--- src/rtl/bmp_out_stream_buffer.sv ---
// Output stage behind the image-processing accelerator.
// Processed words are queued in a small FIFO and then held in one output
// register that faces the master port. The last word of a frame shows up as
// valid code 11. The next frame is held off until the current frame has been
// fully delivered. A one-cycle strobe then marks completion.
module bmp_out_stream_buffer #(
  parameter int DATA_WIDTH = 32,
  parameter int DEPTH      = 8,
  parameter int ADDR_W     = 3,
  parameter int CNT_W      = 16
) (
  input  logic                  clk,
  input  logic                  rst,
  input  logic [DATA_WIDTH-1:0] in_data,
  input  logic                  in_vld,
  input  logic                  in_last,
  output logic                  in_rdy,
  input  logic                  mstr_rdy,
  output logic [DATA_WIDTH-1:0] mstr_data,
  output logic [1:0]            mstr_data_valid,
  output logic                  mstr_cmplt,
  output logic [CNT_W-1:0]      frame_words
);

  localparam logic [ADDR_W:0] FULL_CNT = (ADDR_W+1)'(DEPTH);

  typedef enum logic [1:0] {
    IDLE   = 2'd0,
    STREAM = 2'd1,
    DRAIN  = 2'd2,
    DONE   = 2'd3
  } state_t;

  state_t                state_q, state_d;
  logic [DATA_WIDTH:0]   mem_q [DEPTH];
  logic [ADDR_W-1:0]     wrPtr_q, wrPtr_d;
  logic [ADDR_W-1:0]     rdPtr_q, rdPtr_d;
  logic [ADDR_W:0]       count_q, count_d;
  logic                  started_q;
  logic [DATA_WIDTH-1:0] outData_q, outData_d;
  logic [1:0]            outVld_q, outVld_d;
  logic                  cmplt_q, cmplt_d;
  logic [CNT_W-1:0]      frameWords_q, frameWords_d;

  logic                  accept;
  logic                  xfer;
  logic                  outLoad;
  logic                  pop;
  logic                  bypass;
  logic                  push;
  logic                  lastXfer;
  logic                  frameStart;
  logic [DATA_WIDTH:0]   headWord;

  // Handshake decode. The output register refills from the FIFO head first.
  // It takes the incoming word directly only when the FIFO is empty.
  always_comb begin
    in_rdy     = started_q && (count_q != FULL_CNT) && (state_q != DRAIN);
    accept     = in_vld && in_rdy;
    xfer       = (outVld_q != 2'b00) && mstr_rdy;
    outLoad    = (outVld_q == 2'b00) || xfer;
    pop        = outLoad && (count_q != '0);
    bypass     = outLoad && (count_q == '0) && accept;
    push       = accept && !bypass;
    lastXfer   = xfer && (outVld_q == 2'b11);
    frameStart = accept && ((state_q == IDLE) || (state_q == DONE));
    headWord   = mem_q[rdPtr_q];
  end

  // Next-state for the FIFO pointers, the occupancy, and the output register.
  always_comb begin
    wrPtr_d   = wrPtr_q;
    rdPtr_d   = rdPtr_q;
    count_d   = count_q;
    outData_d = outData_q;
    outVld_d  = outVld_q;
    if (push) begin
      wrPtr_d = wrPtr_q + 1'b1;
    end
    if (pop) begin
      rdPtr_d = rdPtr_q + 1'b1;
    end
    if (push && !pop) begin
      count_d = count_q + 1'b1;
    end else if (pop && !push) begin
      count_d = count_q - 1'b1;
    end
    if (outLoad) begin
      if (pop) begin
        outData_d = headWord[DATA_WIDTH-1:0];
        outVld_d  = {headWord[DATA_WIDTH], 1'b1};
      end else if (bypass) begin
        outData_d = in_data;
        outVld_d  = {in_last, 1'b1};
      end else begin
        outVld_d  = 2'b00;
      end
    end
  end

  // Frame sequencing. DONE also admits the next frame's first word, so a
  // waiting frame loses no cycle.
  always_comb begin
    state_d = state_q;
    cmplt_d = 1'b0;
    case (state_q)
      IDLE: begin
        if (accept) begin
          state_d = in_last ? DRAIN : STREAM;
        end
      end
      STREAM: begin
        if (accept && in_last) begin
          state_d = DRAIN;
        end
      end
      DRAIN: begin
        if (lastXfer) begin
          state_d = DONE;
          cmplt_d = 1'b1;
        end
      end
      DONE: begin
        if (accept) begin
          state_d = in_last ? DRAIN : STREAM;
        end else begin
          state_d = IDLE;
        end
      end
      default: state_d = IDLE;
    endcase
  end

  // The word counter restarts when a new frame begins. It saturates and
  // does not wrap.
  always_comb begin
    frameWords_d = frameWords_q;
    if (frameStart) begin
      frameWords_d = '0;
    end else if (xfer && (frameWords_q != {CNT_W{1'b1}})) begin
      frameWords_d = frameWords_q + 1'b1;
    end
  end

  // FIFO storage needs no reset. The pointers and the count define what is valid.
  always_ff @(posedge clk) begin
    if (push) begin
      mem_q[wrPtr_q] <= {in_last, in_data};
    end
  end

  // Control and output registers. Reset discards everything in flight.
  always_ff @(posedge clk or posedge rst) begin
    if (rst) begin
      state_q      <= IDLE;
      wrPtr_q      <= '0;
      rdPtr_q      <= '0;
      count_q      <= '0;
      started_q    <= 1'b0;
      outData_q    <= '0;
      outVld_q     <= 2'b00;
      cmplt_q      <= 1'b0;
      frameWords_q <= '0;
    end else begin
      state_q      <= state_d;
      wrPtr_q      <= wrPtr_d;
      rdPtr_q      <= rdPtr_d;
      count_q      <= count_d;
      started_q    <= 1'b1;
      outData_q    <= outData_d;
      outVld_q     <= outVld_d;
      cmplt_q      <= cmplt_d;
      frameWords_q <= frameWords_d;
    end
  end

  assign mstr_data       = outData_q;
  assign mstr_data_valid = outVld_q;
  assign mstr_cmplt      = cmplt_q;
  assign frame_words     = frameWords_q;

endmodule

--- config.mk ---
export PLATFORM = sky130hd
export DESIGN_NAME = bmp_out_stream_buffer
export DESIGN_NICKNAME = d
export VERILOG_FILES = /design/src/rtl/bmp_out_stream_buffer.sv
export SDC_FILE = /design/constraint.sdc
export NUM_CORES = 1
export LEC_CHECK = 0
export BUFFER_PORTS_ARGS = -buffer_cell sky130_fd_sc_hd__clkbuf_2
export CAP_MARGIN = 20
export CORE_MARGIN = 2
export CORE_UTILIZATION = 50
export CTS_BUF_LIST = sky130_fd_sc_hd__clkbuf_8 sky130_fd_sc_hd__clkbuf_16
export DETAILED_ROUTE_END_ITERATION = 8
export PLACE_DENSITY = 0.78
export SLEW_MARGIN = 40
export SYNTH_ARGS = -nofsm -noshare
export SYNTH_HDL_FRONTEND = slang
export SYNTH_SLANG_ARGS = --single-unit
--- constraint.sdc ---
create_clock -name clk -period 5.5 [get_ports clk]
set_clock_uncertainty 0.2 [all_clocks]
set_input_delay 0.55 -clock clk [delete_from_list [all_inputs] [get_ports clk]]
set_output_delay 0.55 -clock clk [all_outputs]
set_load 0.005 [all_outputs]
Word-level counts from Yosys, hierarchy flattened
Memory sizes are Yosys's and may differ from the RTL's.
Cells that the tools add are included.
{"block": "classes", "n_eq_ne": 10, "n_addsub": 5, "n_reduce_logical": 29, "muxes": 18}
{"op": "two-way mux 32 bit", "n": 2}
{"op": "two-way mux 16 bit", "n": 2}
{"op": "adder 16 x 1 -> 16 bit, second input constant", "n": 1}
{"op": "inequality test 16 bit, second input constant", "n": 1}
{"op": "logical AND 1 bit", "n": 14}
{"op": "two-way mux 2 bit", "n": 7}
{"op": "two-way mux 4 bit", "n": 2}
{"op": "inequality test 2 bit, second input constant", "n": 4}
{"op": "case mux 2 bit (4 select lines)", "n": 1}
{"op": "nonzero test 2 bit", "n": 4}
{"op": "adder 3 x 1 -> 3 bit, second input constant", "n": 2}
{"op": "== test 2 bit, second input constant", "n": 3}
{"op": "adder 4 x 1 -> 4 bit, second input constant", "n": 1}
{"op": "logical NOT 2 bit", "n": 2}
{"op": "logical NOT 4 bit", "n": 1}
{"op": "two-way mux 1 bit", "n": 4}
{"op": "inequality test 4 bit, second input constant", "n": 1}
{"op": "nonzero test 4 bit", "n": 1}
{"op": "subtractor 4 x 1 -> 4 bit, second input constant", "n": 1}
{"op": "logical NOT 1 bit", "n": 3}
{"op": "AND reduction 3 bit", "n": 1}
{"op": "== test 2 x 1 -> 1 bit, second input constant", "n": 1}
{"op": "logical OR 1 bit", "n": 2}
{"op": "AND reduction 2 bit", "n": 1}
{"block": "word_totals", "regBits": 64, "inputBits": 37, "n_memories": 1, "output_inout_bits": 52, "mem_bits_rw": 264, "wordCells": 72}
{"memory": "mem_q", "words": 8, "word_bits": 33, "read_ports": 1, "rd_clocked_by_memory_dff": 0, "write_ports": 1, "line_no": "35", "rtl": "logic [DATA_WIDTH:0] mem_q [DEPTH];"}

Logic depth before layout (Yosys ltp)
{"block": "depth", "depth_word": 11, "mapped_depth": 12, "ltp_nobuf": 11}

Least setup slack after synthesis
Ideal clock, no wire load.
{"block": "synth_path", "path_type": "register -> register", "start": "reg state_q[0]", "end": "mem mem_q[2][0] (netlist bit) (enable)", "stages_incl_launch_ff": 7, "path_buffers": 0, "synth_period_minus_slack_ns": 4.580, "arrival_time_ns": 3.909, "setup_slack_ns": 0.920, "required_ns": 4.829, "path_cell_list": "dfrtp_1 > inv_1 > ha_1 > nand3b_1 > a211oi_2 > nand2b_1 > nor3b_1"}
{"block": "synth_between", "elab_chain_cells": 8}
{"item": "start: declaration", "line_no": "34", "rtl": "state_t state_q, state_d;"}
{"item": "start signal: assignment", "line_no": "165", "rtl": "state_q <= state_d;"}
{"item": "inequality test 2 bit *", "line_no": "58", "rtl": "in_rdy = started_q && (count_q != FULL_CNT) && (state_q != DRAIN);"}
{"item": "logical AND 1 bit *", "line_no": "58"}
{"item": "logical AND 1 bit *", "line_no": "59", "rtl": "accept = in_vld && in_rdy;"}
{"item": "logical AND 1 bit", "line_no": "63", "rtl": "bypass = outLoad && (count_q == '0) && accept;"}
{"item": "logical NOT 1 bit", "line_no": "64", "rtl": "push = accept && !bypass;"}
{"item": "logical AND 1 bit *", "line_no": "64"}
{"item": "two-way mux 1 bit *", "line_no": "147", "rtl": "if (push) begin"}
{"item": "two-way mux 1 bit (not written as such) *", "line_no": "148", "rtl": "mem_q[wrPtr_q] <= {in_last, in_data};"}
{"item": "end: declaration", "line_no": "35"}
Mark *: on every way between the ends. The rest lies on a longest branch, timed or not.

Worst setup path in the final report
{"block": "layout_path", "start": "reg state_q[0]", "end": "mem mem_q[0][14] (netlist bit) (enable)"}
The elaborated chain is that of the path after synthesis.

==> flow_summary.yaml <==
grt:
  grt_usage_pct: 19.7
  grt_pass1_vias: 7501
  grt_pass1_wl_um: 42400
  antenna_found_initial: 0
  overflow: 0
  grt_max_degree: 65
die:
  die_x_um: 167
  die_y_um: 167
  initial_utilization_pct: 50.8
  die_area_mm2: 0.0278
  ioPinCount: 89
  rows: 59
  core_area_mm2: 0.0261
logic_synthesis:
  syn_avg_cell_area_um2: 17.6
  synthArstFlopShare_pct: 19.5
  netlist_top_cells_area: "edfxtp_1 (60%), dfrtp_1 (12%), mux4_2 (11%), o31ai_1 (2.1%), a211oi_1 (1.9%)"
  syn-cell-area_mm2: 0.0132
  ys_seq_elements: 328
  ys_warn_count: 0
  synth_seq_area_share_pct: 71.9
  synth_edf_count: 264
  synth_cell_type_count: 55
  synth_flop_cell: "edfxtp_1"
  syn-instance-count: 751
  synth_top_area_share_pct: 59.9
  synth_fp_nets: 800
  yosysTopAreaCell: "edfxtp_1"
flow_run:
  drv_cap: 0
drt:
  drc: 0
  vias_per_cell: 5.91
  wl_per_cell_um: 21.9
  drtIter0Drc: 581
  drtAntennaViolNets: 0
  vias: 7205
  drt-total-wl_um: 26700
  drt_pre_antenna_iters: 5
power_and_ir_drop:
  switching_share_pct: 29.7
  ir_drop_mv: 0.243
  clkPwrFrac_pct: 29.3
  p_comb_share_pct: 26.0
  seqPwrFrac_pct: 44.8
  p_switching_mw: 2.25
  p_leak_nw: 5.35
  p_per_area_mw_per_mm2: 493
  p_int_mw: 5.32
placement:
  gp_congestion: 0.795
  place_area_mm2: 0.0142
  io_buffer_count: 88
  post-dp-hpwl_um: 15300
critical_path:
  setup.worst_path.class: "register to register"
  worstPathArrival_ps: 3220
  critPathLaunchType: "register"
  cp.required_ps: 5490
  path_max_fanout: 25
  cp-end-kind: "register"
timing:
  fin_setup_tns_ps: 0
  max_freq_mhz: 310
  setup_violations: 0
  timing.final.crit_share_pct: 58.7
  worst_slew_margin_rel_pct: 55.2
  hold_viol: 0
  slew_viol_final: 0
  max_slew.worst_pin.slew_ps: 670
  rsz0062_at_grt: "false"
  timing.final.crit_period_ps: 3230
clock_network:
  cts_hold_buf: 0
  cts-htree-levels: 2
  clkSinkCount: 328
  clk_pin_slew_ps: 60
  clockRootBuffer: "clkbuf_16"
  post_cts_buffers: 0
  cts_tree: "done"
  cts_buffers: 35
  ctsResizeCount: 0
  clk_latency_ps: 510
  clk_path_buf_depth: 3
cells_and_area:
  multiInputGateArea_mm2: 0.00357
  fill_cells: 1875
  post-route-util_pct: 58.9
  antenna_cells: 0
  finalNetCount: 908
  drive_gt1_share_pct: 29.2
  postLayoutCellArea_mm2: 0.0154
  seq_area_mm2: 0.00954
  syn_to_final_growth_pct: 15.9
min_path:
  hold_class: "primary input to asynchronous set/reset pin"
run_status:
  outcome: "completed"
-- synthesized netlist by cell type, drive strengths merged, types with 6 or more instances --
master / number
a211oi: 34
a21oi: 12
buf: 26
clkbuf: 13
dfrtp: 64
edfxtp: 264
ha: 11
inv: 7
mux4: 66
nand2: 49
nand4: 6
nor2: 42
nor2b: 32
o21ai: 10
o31ai: 37
or3: 10
xnor2: 6
-- logic make-up (layout without fill, tap and decap cells) --
group | after synthesis | after routing | synth area share, %
mux | 75 | 75 | 11.9
fa+ha+maj | 12 | 12 | 1.19
simple gates | 176 | 176 | 6.94
buf+inv | 47 | 181 | 1.72
compound gates | 104 | 104 | 5.70
other cells | 1 | 1 | 0.0283
flops | 328 | 328 | 71.9
xor+xnor | 8 | 8 | 0.529
-- area by class of cell --
type	count	area share, %
sequential	328	62.1
timing repair buffer	110	4.52
tap	335	2.73
clock inverter	23	0.856
inverter	8	0.204
multi-input combinational	376	23.3
clock buffer	40	6.30
-- worst max-delay path: stages (launching register included) --
cell      delay (ps)
dfrtp_1          390
inv_1            100
ha_1             260
nand3b_1         310
a211oi_2         510
nand2b_1         330
nor3_4           520
buf_12           290
-- per-stage QoR --
stage               hold WS [ps]  worst slack (ps)  cells  total power [mW]
global placement             264              2040   1150              5.29
CTS                         23.6              2060   1220              7.64
detailed placement           272              2080   1157              5.41
global route                57.9              2030   1220              7.96
floorplan                    273               920    751              4.77
finish                      6.66              2270   1220              7.57
-- state kept, by name, summed over array words and instances (netlist names) --
name and flops:
mem_q 264, mstr_data 32, frame_words 16, count_q 4
rdPtr_q 3, wrPtr_q 3, mstr_data_valid 2, state_q 2
mstr_cmplt 1, started_q 1
-- layout by cell type, fill, tap and decap left out, drive strengths merged, types with 3 or more instances in the layout --
cell | netlist | layout
nor2b | 32 | 32
edfxtp | 264 | 264
nand3 | 5 | 5
o31ai | 37 | 37
nor3 | 4 | 4
ha | 11 | 11
nor4 | 4 | 4
nor3b | 4 | 4
a21oi | 12 | 12
a211oi | 34 | 34
nor2 | 42 | 42
or3 | 10 | 10
nand2b | 5 | 5
nand2 | 49 | 49
dfrtp | 64 | 64
mux4 | 66 | 66
buf | 26 | 22
clkinv | 1 | 13
xnor2 | 6 | 6
or4 | 5 | 5
o21ai | 10 | 10
mux2 | 5 | 5
clkbuf | 13 | 128
clkinvlp | 0 | 3
mux2i | 4 | 4
inv | 7 | 14
nand4 | 6 | 6
-- path summary, 6_finish.rpt --
path	end	start	slack, ps	cells past startpoint
hold / removal	mstr_data[7]	rst	7	3
setup / recovery	mem_q[0][14]	state_q[0]	2270	7
min in group clk	mem_q[5][23]	in_data[23]	140	1
hold reg to reg	mstr_data[24]	mstr_data[24]	280	2
max in group asynchronous	rdPtr_q[0]	rst	4600	3
setup reg to reg	mem_q[0][14]	state_q[0]	2270	7
-- power groups by stage --
stage | Sequential, mW | Combinational [mW] | Clock [mW]
2_1_floorplan | 3.24 | 1.53 | 0
3_3_place_gp | 3.47 | 1.82 | 0
3_5_place_dp | 3.43 | 1.97 | 0
4_1_cts | 3.39 | 2.00 | 2.26
5_1_grt | 3.44 | 2.17 | 2.36
6_report | 3.39 | 1.96 | 2.21
-- metal layers --
| layer | track usage, % | vias to the layer above | part of all wire (%) |
|---|---|---|---|
| met2 | 33.9 | 228 | 51 |
| met4 | 6.33 | 0 | 2.3 |
| li1 | - | 3203 | - |
| met1 | 26.2 | 3727 | 42 |
| met3 | 2.97 | 47 | 4.9 |
| met5 | 0 | - | 0 |
(Power assumes the default switching activity.)
